<file path="src/rtl/uart_pkg.sv">
// Shared types and constants for the UART transmitter (and a future receiver).
package uart_pkg;

  typedef enum logic [1:0] {
    PAR_NONE = 2'b00,
    PAR_EVEN = 2'b01,
    PAR_ODD  = 2'b10,
    PAR_RSVD = 2'b11
  } parity_mode_t;

  typedef enum logic [2:0] {
    ST_IDLE,
    ST_START,
    ST_DATA,
    ST_PARITY,
    ST_STOP
  } tx_state_t;

  localparam logic LINE_IDLE  = 1'b1;
  localparam logic LINE_START = 1'b0;

  // The reserved encoding behaves exactly like "no parity".
  function automatic logic parity_enabled(parity_mode_t mode);
    return (mode == PAR_EVEN) || (mode == PAR_ODD);
  endfunction

endpackage

</file>
<file path="src/rtl/sync_fifo.sv">
// Single-clock FIFO with first-word-fall-through read data and an occupancy count.
module sync_fifo #(
  parameter int WIDTH = 8,
  parameter int DEPTH = 4
) (
  input  logic                       clk,
  input  logic                       reset,
  input  logic                       push,
  input  logic [WIDTH-1:0]           push_data,
  input  logic                       pop,
  output logic [WIDTH-1:0]           pop_data,
  output logic                       full,
  output logic                       empty,
  output logic [$clog2(DEPTH):0]     count
);

  localparam int AW = $clog2(DEPTH);

  logic [WIDTH-1:0] mem_q [DEPTH];
  logic [AW-1:0]    wr_ptr_q, rd_ptr_q;
  logic [AW:0]      count_q;
  logic             do_push, do_pop;

  assign full     = (count_q == (AW+1)'(DEPTH));
  assign empty    = (count_q == '0);
  assign count    = count_q;
  assign pop_data = mem_q[rd_ptr_q];
  assign do_push  = push && !full;
  assign do_pop   = pop && !empty;

  // NOTE: storage is deliberately left out of reset; the pointers and count alone define validity.
  always_ff @(posedge clk) begin
    if (do_push) mem_q[wr_ptr_q] <= push_data;
  end

  // NOTE: sequential state uses non-blocking assignments so every register samples pre-edge values.
  always_ff @(posedge clk) begin
    if (reset) begin
      wr_ptr_q <= '0;
      rd_ptr_q <= '0;
      count_q  <= '0;
    end else begin
      if (do_push) wr_ptr_q <= wr_ptr_q + 1'b1;
      if (do_pop)  rd_ptr_q <= rd_ptr_q + 1'b1;
      case ({do_push, do_pop})
        2'b10:   count_q <= count_q + 1'b1;
        2'b01:   count_q <= count_q - 1'b1;
        default: count_q <= count_q;
      endcase
    end
  end

endmodule

</file>
<file path="src/rtl/uart_tx_fifo_param.sv">
// FIFO-buffered UART transmitter: LSB-first frames, runtime parity and stop-bit
// selection, back-to-back frames with no idle gap.
module uart_tx_fifo_param
  import uart_pkg::*;
#(
  parameter int DATA_W       = 8,
  parameter int CLKS_PER_BIT = 16,
  parameter int FIFO_DEPTH   = 4
) (
  input  logic                          clk,
  input  logic                          reset,
  input  logic [DATA_W-1:0]             wr_data,
  input  logic                          wr_valid,
  output logic                          wr_ready,
  input  logic [1:0]                    parity_mode,
  input  logic                          two_stop,
  output logic                          serial_output_tx,
  output logic                          busy,
  output logic [$clog2(FIFO_DEPTH):0]   fifo_count,
  output logic                          frame_done
);

  localparam int TW = (CLKS_PER_BIT > 2) ? $clog2(CLKS_PER_BIT) : 1;
  localparam int BW = $clog2(DATA_W);
  localparam logic [TW-1:0] TIMER_LAST = TW'(CLKS_PER_BIT - 1);
  localparam logic [BW-1:0] BIT_LAST   = BW'(DATA_W - 1);

  tx_state_t         state_q, state_d;
  logic [TW-1:0]     timer_q, timer_d;
  logic [BW-1:0]     bit_cnt_q, bit_cnt_d;
  logic [DATA_W-1:0] shift_q, shift_d;
  logic              par_en_q, par_en_d;
  logic              par_bit_q, par_bit_d;
  logic              two_stop_q, two_stop_d;
  logic              line_q, line_d;

  logic              fifo_pop, fifo_full, fifo_empty;
  logic [DATA_W-1:0] fifo_rd_data;
  logic              bit_end;
  parity_mode_t      mode_in;

  sync_fifo #(
    .WIDTH (DATA_W),
    .DEPTH (FIFO_DEPTH)
  ) u_fifo (
    .clk       (clk),
    .reset     (reset),
    .push      (wr_valid),
    .push_data (wr_data),
    .pop       (fifo_pop),
    .pop_data  (fifo_rd_data),
    .full      (fifo_full),
    .empty     (fifo_empty),
    .count     (fifo_count)
  );

  assign mode_in          = parity_mode_t'(parity_mode);
  assign bit_end          = (timer_q == TIMER_LAST);
  assign wr_ready         = !fifo_full;
  assign busy             = (state_q != ST_IDLE);
  assign serial_output_tx = line_q;

  // NOTE: every always_comb output gets a default first so no path can infer a latch.
  always_comb begin
    state_d    = state_q;
    timer_d    = (state_q == ST_IDLE || bit_end) ? '0 : timer_q + 1'b1;
    bit_cnt_d  = bit_cnt_q;
    shift_d    = shift_q;
    par_en_d   = par_en_q;
    par_bit_d  = par_bit_q;
    two_stop_d = two_stop_q;
    fifo_pop   = 1'b0;
    frame_done = 1'b0;

    case (state_q)
      ST_IDLE:  fifo_pop = !fifo_empty;
      ST_START: if (bit_end) state_d = ST_DATA;
      ST_DATA: begin
        if (bit_end) begin
          shift_d = shift_q >> 1;
          if (bit_cnt_q == BIT_LAST) begin
            bit_cnt_d = '0;
            state_d   = par_en_q ? ST_PARITY : ST_STOP;
          end else begin
            bit_cnt_d = bit_cnt_q + 1'b1;
          end
        end
      end
      ST_PARITY: if (bit_end) state_d = ST_STOP;
      ST_STOP: begin
        if (bit_end) begin
          if (bit_cnt_q == BW'(two_stop_q)) begin
            frame_done = 1'b1;
            bit_cnt_d  = '0;
            fifo_pop   = !fifo_empty;
            state_d    = ST_IDLE;
          end else begin
            bit_cnt_d = bit_cnt_q + 1'b1;
          end
        end
      end
      default: state_d = ST_IDLE;
    endcase

    // A pop from IDLE or from the final stop cycle both start the next frame,
    // capturing the configuration that applies to the whole of that frame.
    if (fifo_pop) begin
      state_d    = ST_START;
      bit_cnt_d  = '0;
      shift_d    = fifo_rd_data;
      par_en_d   = parity_enabled(mode_in);
      par_bit_d  = (^fifo_rd_data) ^ (mode_in == PAR_ODD);
      two_stop_d = two_stop;
    end
  end

  // The line is registered from the current state, so it trails the FSM by one cycle.
  always_comb begin
    line_d = LINE_IDLE;
    case (state_q)
      ST_START:  line_d = LINE_START;
      ST_DATA:   line_d = shift_q[0];
      ST_PARITY: line_d = par_bit_q;
      default:   line_d = LINE_IDLE;
    endcase
  end

  always_ff @(posedge clk) begin
    if (reset) begin
      state_q    <= ST_IDLE;
      timer_q    <= '0;
      bit_cnt_q  <= '0;
      shift_q    <= '0;
      par_en_q   <= 1'b0;
      par_bit_q  <= 1'b0;
      two_stop_q <= 1'b0;
      line_q     <= LINE_IDLE;
    end else begin
      state_q    <= state_d;
      timer_q    <= timer_d;
      bit_cnt_q  <= bit_cnt_d;
      shift_q    <= shift_d;
      par_en_q   <= par_en_d;
      par_bit_q  <= par_bit_d;
      two_stop_q <= two_stop_d;
      line_q     <= line_d;
    end
  end

endmodule
</file>
<file path="config.mk">
export PLATFORM = sky130hd
export DESIGN_NAME = uart_tx_fifo_param
export DESIGN_NICKNAME = d
export VERILOG_FILES = /design/src/rtl/uart_pkg.sv /design/src/rtl/sync_fifo.sv /design/src/rtl/uart_tx_fifo_param.sv
export SDC_FILE = /design/constraint.sdc
export NUM_CORES = 1
export LEC_CHECK = 0
export BUFFER_PORTS_ARGS = -buffer_cell sky130_fd_sc_hd__buf_4
export CORE_ASPECT_RATIO = 0.75
export CORE_MARGIN = 2
export CORE_UTILIZATION = 59
export DETAILED_ROUTE_END_ITERATION = 7
export PLACE_DENSITY_LB_ADDON = 0.12
export SLEW_MARGIN = 20
export SYNTH_ARGS = -nofsm -noshare
export SYNTH_HDL_FRONTEND = slang
export SYNTH_SLANG_ARGS = --single-unit
</file>
<file path="constraint.sdc">
create_clock -name clk -period 4.05 [get_ports clk]
set_input_delay 0.405 -clock clk [delete_from_list [all_inputs] [get_ports clk]]
set_output_delay 0.405 -clock clk [all_outputs]
set_load 0.02 [all_outputs]
</file>
==> summary.md <==
| Metric | Value |
|---|---|
| Final TNS setup | `0 ns` |
| Via count | `roughly 1,800` |
| Crit path launch type | `flip-flop` |
| Hold Path Origin | `wr_data[1]` |
| Number of fill cells | `approximately 340` |
| GRT Resource Usage Total | `20.5%` |
| Design area | `0.00314 mm2` |
| Yosys cell types | `38` |
| Seq/Total Area, Yosys | `a little under three fifths` |
| # DRC | `0` |
| Mapped Nets | `249` |
| CP arrival | `roughly 3.5 ns` |
| Mapped cell area | `0.00275 mm2` |
| FF+latch count, synth | `63` |
| Site row count | `21` |
| Non-Filler Instances | `308` |
| Worst-path clk slew | `0.07 ns` |
| Pwr/cell area | `around 670 mW/mm2` |
| Final Cycle Share | `between 70% and 80%` |
| Total placed instance area | `0.00292 mm2` |
| Crit Reg-Reg Endpoint | `u_fifo.count[2]$_SDFFE_PP0P_` |
| Start of the worst register-to-register path | `timer_q[0]$_SDFF_PP0_` |
| Synth area leaders | `edfxtp_1 (35%), dfxtp_1 (23%), mux4_2 (6.6%), ha_1 (4.1%), a21oi_1 (3.1%)` |
| Initial antenna violation count | `0` |
| Setup bufs post-CTS | `0` |
| Core Footprint | `0.00447 mm2` |
| Cells after DPL | `292` |
| Number of routed nets with antenna violations | `0` |
| Final worst clock skew | `0.00885 ns` |
| Maximum vdd drop | `0.561 mV` |
| Critical path endpoint category | `flip-flop` |
| Fin util | `70.3%` |
| Drt wl/cell | `15.6 um` |
| CTS Hold Bufs | `0` |
| Relative slew margins | `about two fifths` |
| Die width | `between 80 and 90 um` |
| Layout net count | `270` |
| Total Wirelength | `around 4800 um` |
| Vias per cell | `5.83` |
| Die Ht | `approximately 63 um` |
| Crit path kind | `reg2reg` |
| Commonest non-fill, non-tap cells in the layout | `edfxtp_1 (32), dfxtp_1 (31), buf_4 (20)` |
| Slew @ Worst Pin | `0.886 ns` |
| Pin count of the biggest net entering global routing | `30` |
| Max Cap Viol | `0` |
| Clk_lat worst skew | `0.34 ns` |
| Final setup fails | `0` |
| RSZ-0062 raised after global routing | `no` |
| Antenna diodes | `0` |
| Worst EP required | `4.32 ns` |
| CTS resizes | `0` |
| Hold WC Path Type | `in2reg` |
| Synth warnings | `0` |
| Area growth syn-to-layout | `14.2%` |
| CP Max Fanout | `18` |
| Starting DRT DRC Count | `between 100 and 150` |
| Fmax | `around 310 MHz` |
| Commonest non-fill, non-tap cell in the layout | `edfxtp_1` |
| Syn avg cell area | `roughly 12 um2` |
| Slew Viols, Final | `0` |
| Final worst slack | `0.817 ns` |
| Worst R2R Path Depth | `11` |
| Gate Count Post-Synth | `225` |
| Top cell type by total area after synthesis | `edfxtp_1` |
| Root buf cell | `clkbuf_8` |
| Hold Path End | `u_fifo.mem_q[2][1]$_DFFE_PP_` |
| CTS max path bufs | `2` |
| Status | `completed` |
| Post-synth top area share | `35.0%` |
| DP Worst Slack | `0.859 ns` |
| Leak Pwr | `1.14 nW` |
| Vias in the first global route | `1,691` |
| Die area | `0.00523 mm2` |
| Min Clock Period, post-route | `roughly 3.2 ns` |
| Layout cell share with drive strength beyond 1 | `18.7%` |
| CTS Sinks | `63` |
| Number of CTS-inserted buffers | `9` |
| DRT Pass-1 Iters | `4` |
| CTS tree | `built` |
| H-tree levels | `3` |
| Hold Crit Depth | `1` |
| Initial Util | `61.5%` |
| IO buf count | `20` |
| DP HPWL | `between 3000 and 4000 um` |
| Io pins | `21` |
| Final Hold Vio Count | `0` |
| GRT overflow | `0` |
| First-pass GRT wire length | `~8000 um` |
| GPL Wtd Cong | `0.828` |
| Worst R2R Setup Slack | `0.82 ns` |
## cells by family (layout without fill, tap and decap cells)
logic type | after synthesis | count (layout) | synth area share (%)
buffers and inverters | 24 | 50 | 3.87
flip-flops | 63 | 63 | 57.5
multiplexers | 9 | 9 | 6.92
AND/OR/NAND/NOR | 62 | 62 | 11.7
XOR/XNOR | 13 | 13 | 4.64
adder cells (fa/ha/maj) | 10 | 10 | 4.82
AO/OA/AOI/OAI | 44 | 44 | 10.5
## per-stage QoR
| stage | power, mW | hold slack [ns] |
|---|---|---|
| 2_1_floorplan | 1.39 | 0.418 |
| 3_3_place_gp | 1.51 | 0.432 |
| 3_5_place_dp | 1.52 | 0.445 |
| 4_1_cts | 2.12 | 0.256 |
| 5_1_grt | 2.23 | 0.255 |
| 6_report | 2.11 | 0.268 |
## how the worst max path moves through the flow
stage                     slack, ns                            to                   from
after global placement         0.93  u_fifo.count[2]$_SDFFE_PP0P_  timer_q[0]$_SDFF_PP0_
after global routing           0.65  u_fifo.count[2]$_SDFFE_PP0P_  timer_q[0]$_SDFF_PP0_
after detailed placement       0.86  u_fifo.count[2]$_SDFFE_PP0P_  timer_q[0]$_SDFF_PP0_
after floorplan                1.20  u_fifo.count[2]$_SDFFE_PP0P_  timer_q[0]$_SDFF_PP0_
final                          0.82  u_fifo.count[2]$_SDFFE_PP0P_  timer_q[0]$_SDFF_PP0_
after CTS                      0.83  u_fifo.count[2]$_SDFFE_PP0P_  timer_q[0]$_SDFF_PP0_
## flip-flops by register name, summed over array words and instances, names as in the netlist, named ones only
register	flops
u_fifo.mem_q	32
shift_q	8
timer_q	4
bit_cnt_q	3
state_q	3
u_fifo.count	3
u_fifo.rd_ptr_q	2
u_fifo.wr_ptr_q	2
par_bit_q	1
par_en_q	1
serial_output_tx	1
two_stop_q	1
## critical path: stages (launching register included)
cell and delay, ns:
dfxtp_1 0.35, ha_1 0.25, nand3_4 0.14, or4_4 0.50
a21o_1 0.35, clkinv_2 0.28, ha_1 0.23, inv_1 0.06
fa_1 0.37, xor2_1 0.16, or3_1 0.31, a21oi_1 0.15
## synth_stat cells
library cell / n
ha_1: 9
or4_4: 1
nand2_1: 9
o21ai_0: 3
clkbuf_1: 5
a21o_1: 1
or3_1: 5
and3_1: 6
a21oi_1: 17
nand3b_1: 2
or2_2: 1
fa_1: 1
mux4_2: 8
dfxtp_1: 31
o21a_1: 1
xnor3_1: 1
a22oi_1: 9
xor2_1: 6
inv_1: 13
and2_1: 1
nand3_1: 13
o311ai_0: 1
a2111oi_0: 2
nand2b_1: 1
a211o_1: 2
a211oi_1: 5
xnor2_1: 6
o41ai_1: 1
o31ai_1: 1
nor2_1: 14
nor3_1: 8
o211ai_1: 1
buf_6: 2
buf_1: 3
mux2i_1: 1
edfxtp_1: 32
clkinv_2: 1
nand3_4: 1
## power breakdown
| group | total (mW) | switching, mW | internal [mW] |
|---|---|---|---|
| Clock | 0.592 | 0.229 | 0.363 |
| Sequential | 0.879 | 0.0952 | 0.783 |
| Combinational | 0.636 | 0.343 | 0.293 |
| Total | 2.11 | 0.667 | 1.44 |
## routing by layer
layer	part of all wire (%)	up-vias	GRT usage [%]
li1	-	874	-
met1	49	874	29.1
met4	0.96	0	7.38
met5	0	-	0
met3	5.2	7	7.21
met2	45	41	29.4
## layout make-up
cell class              count  area (um2)  area share, %
well taps                  57        71.3           2.27
multi-input cells         138        1060           33.8
flip-flops and latches     63        1580           50.4
clock inverters             5        81.3           2.59
inverters                  14        53.8           1.71
clock buffers              11         141           4.50
repair buffers             20         150           4.78
Power figures use the tool's default switching activity.
